### config.mk
export PLATFORM = sky130hd
export DESIGN_NAME = alloc_requester
export DESIGN_NICKNAME = d
export VERILOG_FILES = /design/src/rtl/alloc_requester_pkg.sv /design/src/rtl/alloc_requester_sync_fifo.sv /design/src/rtl/alloc_requester.sv
export SDC_FILE = /design/constraint.sdc
export NUM_CORES = 1
export LEC_CHECK = 0
export BUFFER_PORTS_ARGS = -buffer_cell sky130_fd_sc_hd__buf_4
export CORE_UTILIZATION = 51
export CTS_BUF_LIST = sky130_fd_sc_hd__clkbuf_8
export CTS_CLUSTER_DIAMETER = 120
export DETAILED_ROUTE_END_ITERATION = 8
export PLACE_DENSITY = 0.79
export SETUP_SLACK_MARGIN = 0.02
export SYNTH_ARGS = -nofsm -noshare
export SYNTH_HDL_FRONTEND = slang
export SYNTH_SLANG_ARGS = --single-unit
### constraint.sdc
create_clock -name i_clk -period 1.9 [get_ports i_clk]
set_input_delay 0.095 -clock i_clk [delete_from_list [all_inputs] [get_ports i_clk]]
set_output_delay 0.095 -clock i_clk [all_outputs]
set_load 0.01 [all_outputs]
### src/rtl/alloc_requester_pkg.sv
// Shared definitions for the cell-allocator requester: defaults, FSM encodings
// and the allocator address-window check.
package alloc_requester_pkg;

    localparam logic [15:0] UNDEF         = 16'h0000;
    localparam logic [15:0] BASE_ADDR_DEF = 16'h5000;

    localparam logic [1:0] ST_IDLE  = 2'd0;
    localparam logic [1:0] ST_ISSUE = 2'd1;
    localparam logic [1:0] ST_WAIT  = 2'd2;
    localparam logic [1:0] ST_RESP  = 2'd3;

    // Offset is taken modulo 2**16, so addresses below the base wrap high and fail.
    function automatic logic in_window(input logic [15:0] addr,
                                       input logic [15:0] base,
                                       input int          addr_sz);
        logic [16:0] off;
        off = {1'b0, addr - base};
        return off < (17'd1 << addr_sz);
    endfunction

endpackage

### src/rtl/alloc_requester_sync_fifo.sv
// Single-clock FIFO with registered full/empty; push while full and pop while
// empty are ignored. DEPTH must be a power of two, at least 2.
module alloc_requester_sync_fifo #(
    parameter int WIDTH = 16,
    parameter int DEPTH = 4
) (
    input  logic             clk,
    input  logic             rst,
    input  logic             push,
    input  logic [WIDTH-1:0] push_data,
    input  logic             pop,
    output logic [WIDTH-1:0] head,
    output logic             full,
    output logic             empty
);
    localparam int AW = $clog2(DEPTH);

    logic [WIDTH-1:0] mem [DEPTH];
    logic [AW-1:0]    wr_ptr;
    logic [AW-1:0]    rd_ptr;
    logic [AW:0]      count;
    logic             do_push;
    logic             do_pop;

    assign do_push = push && !full;
    assign do_pop  = pop && !empty;
    assign full    = (count == (AW+1)'(DEPTH));
    assign empty   = (count == '0);
    assign head    = mem[rd_ptr];

    always_ff @(posedge clk or posedge rst) begin
        if (rst) begin
            wr_ptr <= '0;
            rd_ptr <= '0;
            count  <= '0;
        end else begin
            if (do_push) wr_ptr <= wr_ptr + 1'b1;
            if (do_pop)  rd_ptr <= rd_ptr + 1'b1;
            if (do_push && !do_pop)      count <= count + 1'b1;
            else if (do_pop && !do_push) count <= count - 1'b1;
        end
    end

    always_ff @(posedge clk) begin
        if (do_push) mem[wr_ptr] <= push_data;
    end

endmodule

### src/rtl/alloc_requester.sv
// Host-side front end for the cell allocator: alloc handshake FSM plus a queued
// free path. Define ALLOC_REQ_COMBINE_EN to let frees issue alongside o_alloc.
//
// state | meaning
// IDLE  | ready for a host alloc request
// ISSUE | o_alloc strobe with latched data, latency counter loaded
// WAIT  | counting down allocator latency, address captured at terminal count
// RESP  | response held until the host consumes it
module alloc_requester
    import alloc_requester_pkg::*;
#(
    parameter int          ADDR_SZ    = 4,
    parameter logic [15:0] BASE_ADDR  = BASE_ADDR_DEF,
    parameter int          ALLOC_LAT  = 1,
    parameter int          FREE_DEPTH = 4
) (
    input  logic        i_clk,
    input  logic        i_rst,
    input  logic        i_alloc_req,
    input  logic [15:0] i_alloc_data,
    output logic        o_alloc_rdy,
    output logic        o_rsp_valid,
    output logic [15:0] o_rsp_addr,
    input  logic        i_rsp_rdy,
    input  logic        i_free_req,
    input  logic [15:0] i_free_addr,
    output logic        o_free_rdy,
    output logic        o_err,
    output logic        o_alloc,
    output logic [15:0] o_data,
    input  logic [15:0] i_alloc_addr,
    output logic        o_free,
    output logic [15:0] o_addr
);
    logic [1:0]  state;
    logic [15:0] data_q;
    logic [2:0]  lat_cnt;
    logic [2:0]  lat_nxt;
    logic        run_q;
    logic        alloc_take;

    logic        free_take;
    logic        free_win;
    logic        fifo_push;
    logic        fifo_pop;
    logic        fifo_full;
    logic        fifo_empty;
    logic [15:0] fifo_head;

    assign alloc_take  = o_alloc_rdy && i_alloc_req;
    assign lat_nxt     = lat_cnt - 3'd1;
    assign o_alloc_rdy = run_q && (state == ST_IDLE);
    assign o_alloc     = (state == ST_ISSUE);
    assign o_data      = o_alloc ? data_q : UNDEF;
    assign o_rsp_valid = (state == ST_RESP);

    // run_q keeps the ready outputs low until the first clock after reset release.
    always_ff @(posedge i_clk or posedge i_rst) begin
        if (i_rst) begin
            state      <= ST_IDLE;
            data_q     <= UNDEF;
            lat_cnt    <= '0;
            o_rsp_addr <= UNDEF;
            run_q      <= 1'b0;
        end else begin
            run_q <= 1'b1;
            case (state)
                ST_IDLE: begin
                    if (alloc_take) begin
                        data_q <= i_alloc_data;
                        state  <= ST_ISSUE;
                    end
                end
                ST_ISSUE: begin
                    lat_cnt <= 3'(ALLOC_LAT);
                    state   <= ST_WAIT;
                end
                ST_WAIT: begin
                    lat_cnt <= lat_nxt;
                    if (lat_nxt == '0) begin
                        o_rsp_addr <= i_alloc_addr;
                        state      <= ST_RESP;
                    end
                end
                ST_RESP: begin
                    if (i_rsp_rdy) state <= ST_IDLE;
                end
                default: state <= ST_IDLE;
            endcase
        end
    end

    assign o_free_rdy = run_q && !fifo_full;
    assign free_take  = i_free_req && o_free_rdy;
    assign free_win   = in_window(i_free_addr, BASE_ADDR, ADDR_SZ);
    assign fifo_push  = free_take && free_win;

    // The free strobe is registered, so a pop decided now lands next cycle,
    // which is the ISSUE cycle whenever an alloc is being accepted now.
`ifdef ALLOC_REQ_COMBINE_EN
    assign fifo_pop = !fifo_empty;
`else
    assign fifo_pop = !fifo_empty && !alloc_take;
`endif

    always_ff @(posedge i_clk or posedge i_rst) begin
        if (i_rst) begin
            o_free <= 1'b0;
            o_addr <= UNDEF;
            o_err  <= 1'b0;
        end else begin
            o_free <= fifo_pop;
            o_addr <= fifo_pop ? fifo_head : UNDEF;
            o_err  <= free_take && !free_win;
        end
    end

    alloc_requester_sync_fifo #(
        .WIDTH (16),
        .DEPTH (FREE_DEPTH)
    ) u_free_fifo (
        .clk       (i_clk),
        .rst       (i_rst),
        .push      (fifo_push),
        .push_data (i_free_addr),
        .pop       (fifo_pop),
        .head      (fifo_head),
        .full      (fifo_full),
        .empty     (fifo_empty)
    );

endmodule

==> metrics.cfg, run 1 <==
[status]
status=finished with violations
violations=negative setup slack

[placed_design]
dp.cells=541
gp_congestion=0.7430
hpwl_um=6547
portBuffers=106

[grt]
grt_max_degree=29
antenna_found_initial=0
grt_overflow=0
grt_usage=0.2257
grt_pass1_vias=3310
grt_pass1_wl_um=16560

[routing]
dr.first_iter.drc_count=113
drt-pass1-iter-count=4
ant_nets=0
route.detailed.drc=0
wl_per_cell_um=17.02
via_per_inst=4.944
vias=3105
wirelength_um=10690

[setup_path]
worstPathRequired_ns=2.20
critPathMaxFanout=3
rr_endpoint=u_free_fifo.count[1]
r2r_cells=6
crit_type=reg -> reg
r2r_start=u_free_fifo.count[1]
ff2ff_setup_slack_ns=-0.04
crit_path_end_kind=flip-flop
worst_setup_path_start_kind=flip-flop
cp.arrival_ns=2.24

[sta]
rsz0062_at_grt=true
hold_ws_ns=0.1131
hold_viol=0
setup_violations=1
fmax_mhz=516.3
drv_slew=0
period_minus_slack_ns=1.937
setup_ws_ns=-0.03690
skew_ns=0.01777
fin_setup_tns_ns=-0.03690
timing.final.crit_share=1.019

[synth]
synth_seq_area_share=0.6992
synthTopCellsByArea=edfxtp_1, dfrtp_1, mux2_2
synthFlopType=edfxtp_1
synth_warnings=0
synth.most_common_cell=edfxtp_1
synthArstFlopShare=0.4961
synth.distinct_cells=40
yosys.area.top_type=edfxtp_1
syn_inst=281
synth.top_cell.area_share=0.3841
synth_enable_flop_cells=64
syn_nets=346
synth.top_cells.by_count=edfxtp_1, dfrtp_1, and2_1, mux2_2, mux4_2
netlist_area_um2=5004
syn_avg_cell_area_um2=17.81
ys_ff_latch=127

[clock_network]
cts_tree=yes
clk_path_buf_depth=2
path_clk_slew_ns=0.07
cts_buffers=17
root_buffer=clkbuf_8
cts_sinks=127
h-tree-depth=4
clk_latency_ns=0.43

[cells_and_area]
multi_input_area_um2=1470
syn2layout_area_growth_pct=44.04
nFillCells=567
fin_util=0.7690
fin_nets=551
antenna_cells=0
register_area_um2=3501
instances_no_fill=628
drive_above_1_share=0.4910

[die]
fp.dieW_um=101.1
core-area_um2=9371
die_area_um2=10210
initial_core_util=0.5339
die_h_um=101.1
placementRows=35
ios=107

[power_and_ir_drop]
powerDensity_nw_per_um2=1369
leakagePower_uw=0.003027
ir_worst_vdd_mv=0.8650

[hold_path]
min_path_type=in -> reg
hold_path_end=u_free_fifo.rd_ptr[0]
min_from=i_alloc_req
holdPathStages=5

[run]
drv_cap=0

-- layout make-up --
type / instances / share of cell area
multi-input combinational: 135 / 0.2040
sequential: 127 / 0.4858
clock inverter: 15 / 0.02361
inverter: 11 / 0.005729
timing repair buffer: 194 / 0.2260
clock buffer: 17 / 0.03247
tap: 129 / 0.02240
-- cells in the final DEF (no fill, tap or decap), drive strengths merged, types with 2 or more instances in the layout --
cell         netlist  layout
clkinv             0       5
nand3              2       2
clkbuf             3      17
clkinvlp           0       4
dlygate4sd3        0      49
edfxtp            64      64
ha                11      11
inv               11      14
xnor2              5       5
and2              37      37
mux4              16      16
dfrtp             63      63
nand2              3       3
nand2b             2       2
bufinv             0       3
mux2              34      34
nor3               2       2
buf                5     145
nor2               4       4
-- worst max-delay path, stage by stage, from the launching register on --
cell and delay [ns]:
dfrtp_1 0.42, o311ai_4 0.39, nor3_4 0.08, ha_2 0.20, inv_2 0.05, fa_2 0.41
mux2_2 0.27
-- worst max path at each step --
stage	startpoint	to	slack, ns	cells after the start
after floorplan	state[0]	u_free_fifo.count[2]	-0.07	10
after global placement	i_free_addr[9]	u_free_fifo.count[2]	-0.11	9
after detailed placement	i_free_addr[9]	u_free_fifo.count[2]	-0.11	9
after CTS	u_free_fifo.count[0]	u_free_fifo.count[1]	-0.03	6
after global routing	u_free_fifo.count[2]	u_free_fifo.count[1]	-0.07	7
final	u_free_fifo.count[1]	u_free_fifo.count[1]	-0.04	6
-- per-layer routing --
layer  wire (um)  vias up  global-route usage
li1            -     1432                   -
met1        4330     1534              0.2626
met2        5490      123              0.3940
met3         690       16             0.06727
met4         179        0             0.08584
met5           0        -                   0
-- repair_timing --
action                                 CTS  global route
hold buffers                            49             0
pin swaps                                3             4
setup buffers                            2             4
resized for setup                        4             4
setup endpoints to repair               14            19
endpoints found under the hold margin  107             0
-- registers in the layout, summed over array words and instances (netlist names) --
name,count
u_free_fifo.mem,64
u_free_fifo.rd_ptr,2
o_addr,16
o_free,1
run_q,1
o_err,1
o_rsp_addr,16
state,2
lat_cnt,3
data_q,16
u_free_fifo.count,3
u_free_fifo.wr_ptr,2
-- through the flow --
step	total power [uW]	area, um2	setup slack [ns]
finish	9864	7207	-0.03690
global route	10440	7207	-0.07035
CTS	9871	7168	-0.03290
detailed placement	7388	6243	-0.1142
global placement	7251	6243	-0.1053
floorplan	5904	5027	-0.07351
-- report_power, final --
group | leakage, uW | switching (uW) | internal [uW]
registers | 0.00132 | 278 | 3540
logic | 0.00151 | 1590 | 2110
clock network | 0.000193 | 1050 | 1290
total | 0.00303 | 2920 | 6940
-- cells by family (layout without fill, tap and decap cells) --
family / after synthesis / count (layout) / share of synthesized area
fa+ha+maj: 12 / 12 / 0.03151
flops: 127 / 127 / 0.6992
compound gates: 9 / 9 / 0.01801
mux: 51 / 51 / 0.1513
xor+xnor: 6 / 6 / 0.01050
buf+inv: 19 / 237 / 0.01600
other cells: 1 / 1 / 0.0007495
simple gates: 56 / 56 / 0.07277
Note: power is estimated with default switching activity, not from simulation.
==> run 2: changes to the inputs <==
--- a/config.mk
+++ b/config.mk
@@ -5,7 +5,7 @@
 export SDC_FILE = /design/constraint.sdc
 export NUM_CORES = 1
 export LEC_CHECK = 0
-export BUFFER_PORTS_ARGS = -buffer_cell sky130_fd_sc_hd__buf_4
+export BUFFER_PORTS_ARGS = -buffer_cell sky130_fd_sc_hd__buf_2
 export CORE_UTILIZATION = 51
 export CTS_BUF_LIST = sky130_fd_sc_hd__clkbuf_8
 export CTS_CLUSTER_DIAMETER = 120
==> metrics.cfg, run 2 (synthesized netlist as in run 1, its figures left out) <==
[setup_path]
r2r_cells=7  ; +1
ff2ff_setup_slack_ns=-0.03  ; about the same
cp_top_family=adder cells
r2r_start=u_free_fifo.count[2]
worstPathCellList=inv_2 > o311ai_4 > nor3_4 > ha_2 > inv_2 > fa_2 > mux2_2
crit_path_end_kind=flip-flop
cp.arrival_ns=2.24  ; about the same
worst-path-buf-inv=2  ; +1
slowest_delay_ns=0.42  ; about the same
path_common_cell=inv_2
crit_type=reg -> reg
critPathMaxFanout=2  ; -1
rr_endpoint=u_free_fifo.count[1]
worst_setup_path_start_kind=flip-flop
worstPathRequired_ns=2.21  ; about the same
crit_slowest_cell=fa_2

[routing]
vias=3130  ; +0.81%
wl_per_cell_um=16.99  ; -0.19%
dr.first_iter.drc_count=123  ; +8.8%
drt-pass1-iter-count=4  ; unchanged
ant_nets=0  ; unchanged
via_per_inst=5.016  ; +1.5%
route.detailed.drc=0  ; unchanged
wirelength_um=10600  ; -0.82%

[clock_network]
root_buffer=clkbuf_8
path_clk_slew_ns=0.07  ; about the same
clk_path_buf_depth=2  ; unchanged
cts_buffers=17  ; unchanged
clk_latency_ns=0.42  ; about the same
h-tree-depth=4  ; unchanged
cts_sinks=127  ; unchanged
cts_tree=yes

[grt]
grt_overflow=0  ; unchanged
grt_usage=0.2253  ; -0.0004151
antenna_found_initial=0  ; unchanged
grt_pass1_wl_um=16580  ; +0.12%
grt_pass1_vias=3392  ; +2.5%
grt_max_degree=31  ; +6.9%

[die]
placementRows=35  ; unchanged
ios=107  ; unchanged
core-area_um2=9371  ; unchanged
fp.dieW_um=101.1  ; unchanged
die_area_um2=10210  ; unchanged
die_h_um=101.1  ; unchanged
initial_core_util=0.5339  ; unchanged

[sta]
hold_ws_ns=0.09403  ; -0.01910 ns
skew_ns=0.01163  ; -0.006135 ns
setup_violations=2  ; +1
rsz0062_at_grt=true
timing.final.crit_share=1.017  ; -0.002231
fin_setup_tns_ns=-0.03962  ; -0.002717 ns
hold_viol=0  ; unchanged
period_minus_slack_ns=1.933  ; -0.004239 ns
fmax_mhz=517.4  ; +0.22%
setup_ws_ns=-0.03266  ; +0.004239 ns
drv_slew=0  ; unchanged

[cells_and_area]
fin_nets=547  ; -0.73%
nFillCells=581  ; +2.5%
final_cell_mix=buf_2, edfxtp_1, dfrtp_1
multi_input_area_um2=1470  ; unchanged
drive_above_1_share=0.4909  ; about the same
register_area_um2=3501  ; unchanged
instances_no_fill=624  ; -0.64%
final_common_cell=buf_2
fin_area_um2=7019  ; -2.6%
largest_reg_flops=64  ; unchanged
antenna_cells=0  ; unchanged
regMostFlops=u_free_fifo.mem
syn2layout_area_growth_pct=40.29

[hold_path]
min_from=i_free_req
min_path_type=in -> reg
holdPathStages=4  ; -1
hold_path_end=o_err

[status]
violations=negative setup slack
status=finished with violations

[power_and_ir_drop]
ir_worst_vdd_mv=1.031  ; +19%
powerDensity_nw_per_um2=1406  ; +2.7%
leakagePower_uw=0.002990  ; -1.2%
finalPower_uw=9867  ; about the same

[placed_design]
portBuffers=106  ; unchanged
gp_congestion=0.7522  ; +1.2%
dp.cells=538  ; -0.55%
hpwl_um=6113  ; -6.6%
dpl_cell_area_um2=6006  ; -3.8%

[run]
drv_cap=0  ; unchanged

-- run 2: timing repair --
action,in CTS,in global routing
hold endpoints to repair,111,0
gates resized for setup,7,3
pin swaps,2,5
cloned,0,0
hold buffers,49,0
setup endpoints to repair,2,19
setup buffers,4,1
-- run 2: stage by stage --
stage | util | setup slack [ns]
2_1_floorplan | - | -0.07351
3_3_place_gp | 0.6409 | -0.1248
3_5_place_dp | 0.6409 | -0.1786
4_1_cts | 0.7473 | -0.04921
5_1_grt | 0.7490 | -0.1179
6_report | 0.7490 | -0.03266
-- run 2: report_power, final --
group | switching, uW | internal, uW
Sequential | 304 | 3540
Clock | 1060 | 1560
Combinational | 1550 | 1850
Total | 2920 | 6950
-- run 2: worst max-delay path by stage --
stage | startpoint | end | slack [ns] | depth (start not counted)
finish | u_free_fifo.count[2] | u_free_fifo.count[1] | -0.03 | 7
detailed placement | i_free_addr[9] | u_free_fifo.count[2] | -0.18 | 9
CTS | u_free_fifo.count[0] | u_free_fifo.count[1] | -0.05 | 6
global placement | i_free_addr[9] | u_free_fifo.count[2] | -0.12 | 9
floorplan | state[0] | u_free_fifo.count[2] | -0.07 | 10
global route | u_free_fifo.count[2] | u_free_fifo.count[1] | -0.12 | 7
-- run 2: worst min-delay path, cell delays in order --
cell and delay [ns]:
buf_2 0.11, o311ai_4 0.08, buf_4 0.12, nor2_1 0.05
-- run 2: routing by layer --
metal | vias to the layer above | global-route usage | routed length [um] | part of all wire
met1 | 1556 | 0.2481 | 4084 | 0.39
met3 | 17 | 0.05756 | 614 | 0.058
li1 | 1435 | - | - | -
met4 | 0 | 0.1014 | 187 | 0.018
met2 | 122 | 0.4082 | 5716 | 0.54
met5 | - | 0 | 0 | 0
-- run 2: layout make-up --
cell class	instances	share of cell area
clock buffers	17	0.03333
clock inverters	15	0.03137
repair buffers	190	0.1982
inverters	11	0.005882
flip-flops and latches	127	0.4988
multi-input cells	135	0.2094
well taps	129	0.02299
==> run 3: changes to the inputs <==
--- a/config.mk
+++ b/config.mk
@@ -12,6 +12,7 @@
 export DETAILED_ROUTE_END_ITERATION = 8
 export PLACE_DENSITY = 0.79
 export SETUP_SLACK_MARGIN = 0.02
+export SKIP_CTS_REPAIR_TIMING = 1
 export SYNTH_ARGS = -nofsm -noshare
 export SYNTH_HDL_FRONTEND = slang
 export SYNTH_SLANG_ARGS = --single-unit
==> metrics.cfg, run 3 (synthesized netlist as in run 1, its figures left out) <==
[setup_path]
slowest_delay_ns=0.42  ; about the same
crit_slowest_cell=dfrtp_1
worst_setup_path_start_kind=flip-flop
crit_path_end_kind=flip-flop
worstPathRequired_ns=2.20  ; about the same
crit_type=reg -> reg
cp.arrival_ns=2.23  ; about the same
worstPathCellList=o311ai_4 > nor3_4 > ha_2 > inv_2 > fa_2 > mux2_2
critPathMaxFanout=2  ; unchanged

[status]
status=finished with violations
violations=negative setup slack

[hold_path]
min_path_type=in -> reg

[grt]
grt_max_degree=31  ; unchanged
grtUsageMet3=0.04508  ; -0.01248
grt.busiest_layer=met2
grt_usage=0.1911  ; -0.03423
antenna_found_initial=0  ; unchanged
grt_pass1_wl_um=14120  ; -15%
grt_use_met2=0.3297  ; -0.07849
grt_util_met1=0.2262  ; -0.02185
grt_overflow=0  ; unchanged
grt_pass1_vias=2906  ; -14%

[sta]
skew_ns=0.01466  ; +0.003033 ns
hold_ws_ns=0.006213  ; -0.08782 ns
setup_violations=1  ; -1
hold_viol=0  ; unchanged
rsz0062_at_grt=true
drv_slew=0  ; unchanged
setup_ws_ns=-0.02764  ; +0.005021 ns
period_minus_slack_ns=1.928  ; -0.005021 ns
timing.final.crit_share=1.015  ; -0.002643
fmax_mhz=518.8  ; +0.26%

[power_and_ir_drop]
cellInternalPower_uw=6894  ; -0.82%
powerDensity_nw_per_um2=1403  ; -0.18%
power_frac_comb=0.339  ; -0.006
net-switching-power_uw=2887  ; -1.0%
seqPwrFrac=0.393  ; +0.003
ir_worst_vdd_mv=1.061  ; +2.9%
leakagePower_uw=0.002966  ; -0.81%
clockPowerShare=0.268  ; +0.003
swShare=0.2952  ; -0.0003823

[placed_design]
hpwl_um=6113  ; unchanged
gp_congestion=0.7522  ; unchanged
dp.cells=538  ; unchanged
portBuffers=106  ; unchanged
dpl_cell_area_um2=6006  ; unchanged

[routing]
wl_per_cell_um=16.81  ; -1.1%
route.detailed.drc=0  ; unchanged
drt-pass1-iter-count=4  ; unchanged
wirelength_um=10410  ; -1.9%
ant_nets=0  ; unchanged
via_per_inst=5.016  ; about the same
dr.first_iter.drc_count=121  ; -1.6%
vias=3105  ; -0.80%

[cells_and_area]
final_common_cell=buf_2
fin_nets=542  ; -0.91%
syn2layout_area_growth_pct=39.31
nFillCells=592  ; +1.9%
antenna_cells=0  ; unchanged
final_cell_mix=buf_2, edfxtp_1, dfrtp_1
drive_above_1_share=0.4857  ; -0.005195
fin_util=0.7438  ; -0.005207
largest_reg_flops=64  ; unchanged
regMostFlops=u_free_fifo.mem
instances_no_fill=619  ; -0.80%
fin_area_um2=6970  ; -0.70%

[clock_network]
path_clk_slew_ns=0.07  ; about the same
cts_tree=yes
clk_path_buf_depth=2  ; unchanged
root_buffer=clkbuf_8
cts_sinks=127  ; unchanged
clk_latency_ns=0.42  ; about the same
h-tree-depth=4  ; unchanged
cts_buffers=17  ; unchanged

[die]
placementRows=35  ; unchanged
core-area_um2=9371  ; unchanged
die_h_um=101.1  ; unchanged
ios=107  ; unchanged
die_area_um2=10210  ; unchanged
initial_core_util=0.5339  ; unchanged
fp.dieW_um=101.1  ; unchanged

[run]
drv_cap=0  ; unchanged

-- run 3: per-layer routing --
layer | vias to the layer above | wire length [um]
met5 | - | 0
met4 | 0 | 188
met3 | 18 | 578
met2 | 118 | 5558
met1 | 1548 | 4079
li1 | 1421 | -
-- run 3: final cells by class --
type                       count  area, um2  share of cell area
sequential                   127       3500              0.5021
tap                          129      161.4             0.02316
multi-input combinational    135       1470              0.2109
inverter                      11      41.29            0.005924
clock inverter                15      220.2             0.03159
timing repair buffer         185       1344              0.1928
clock buffer                  17      234.0             0.03357
-- run 3: metrics by stage --
stage	worst slack (ns)	power, uW	TNS [ns]
finish	-0.02764	9781	-0.02764
global route	-0.09864	10340	-0.1477
CTS	-0.07442	9727	-0.1169
detailed placement	-0.1786	7082	-0.3326
global placement	-0.1248	6952	-0.2348
floorplan	-0.07351	5904	-0.1395
-- run 3: worst max-delay path: cells and delay by family (launching register included) --
family	cells	cell delay, ns
AND/OR/NAND/NOR	1	0.08
buffers and inverters	1	0.06
flip-flops	1	0.42
AO/OA/AOI/OAI	1	0.39
adder cells (fa/ha/maj)	2	0.61
multiplexers	1	0.27
-- run 3: worst paths after layout --
kind	start	end	slack, ns	cells after the start
setup / recovery	u_free_fifo.count[1]	u_free_fifo.count[1]	-0.03	6
hold / removal	i_free_addr[7]	u_free_fifo.mem[2][7]	0.006	2
setup reg to reg	u_free_fifo.count[1]	u_free_fifo.count[1]	-0.03	6
hold reg to reg	data_q[1]	data_q[1]	0.50	1
max in group asynchronous	i_rst	data_q[0]	0.96	4
min in group asynchronous	i_rst	o_addr[5]	0.22	3
-- run 3: power by group through the flow --
stage               sequential [uW]  combinational, uW  clock (uW)
CTS                            3830               3230        2670
detailed placement             3880               3200           0
global route                   3910               3650        2780
finish                         3840               3320        2620
floorplan                      4040               1860           0
global placement               3850               3100           0
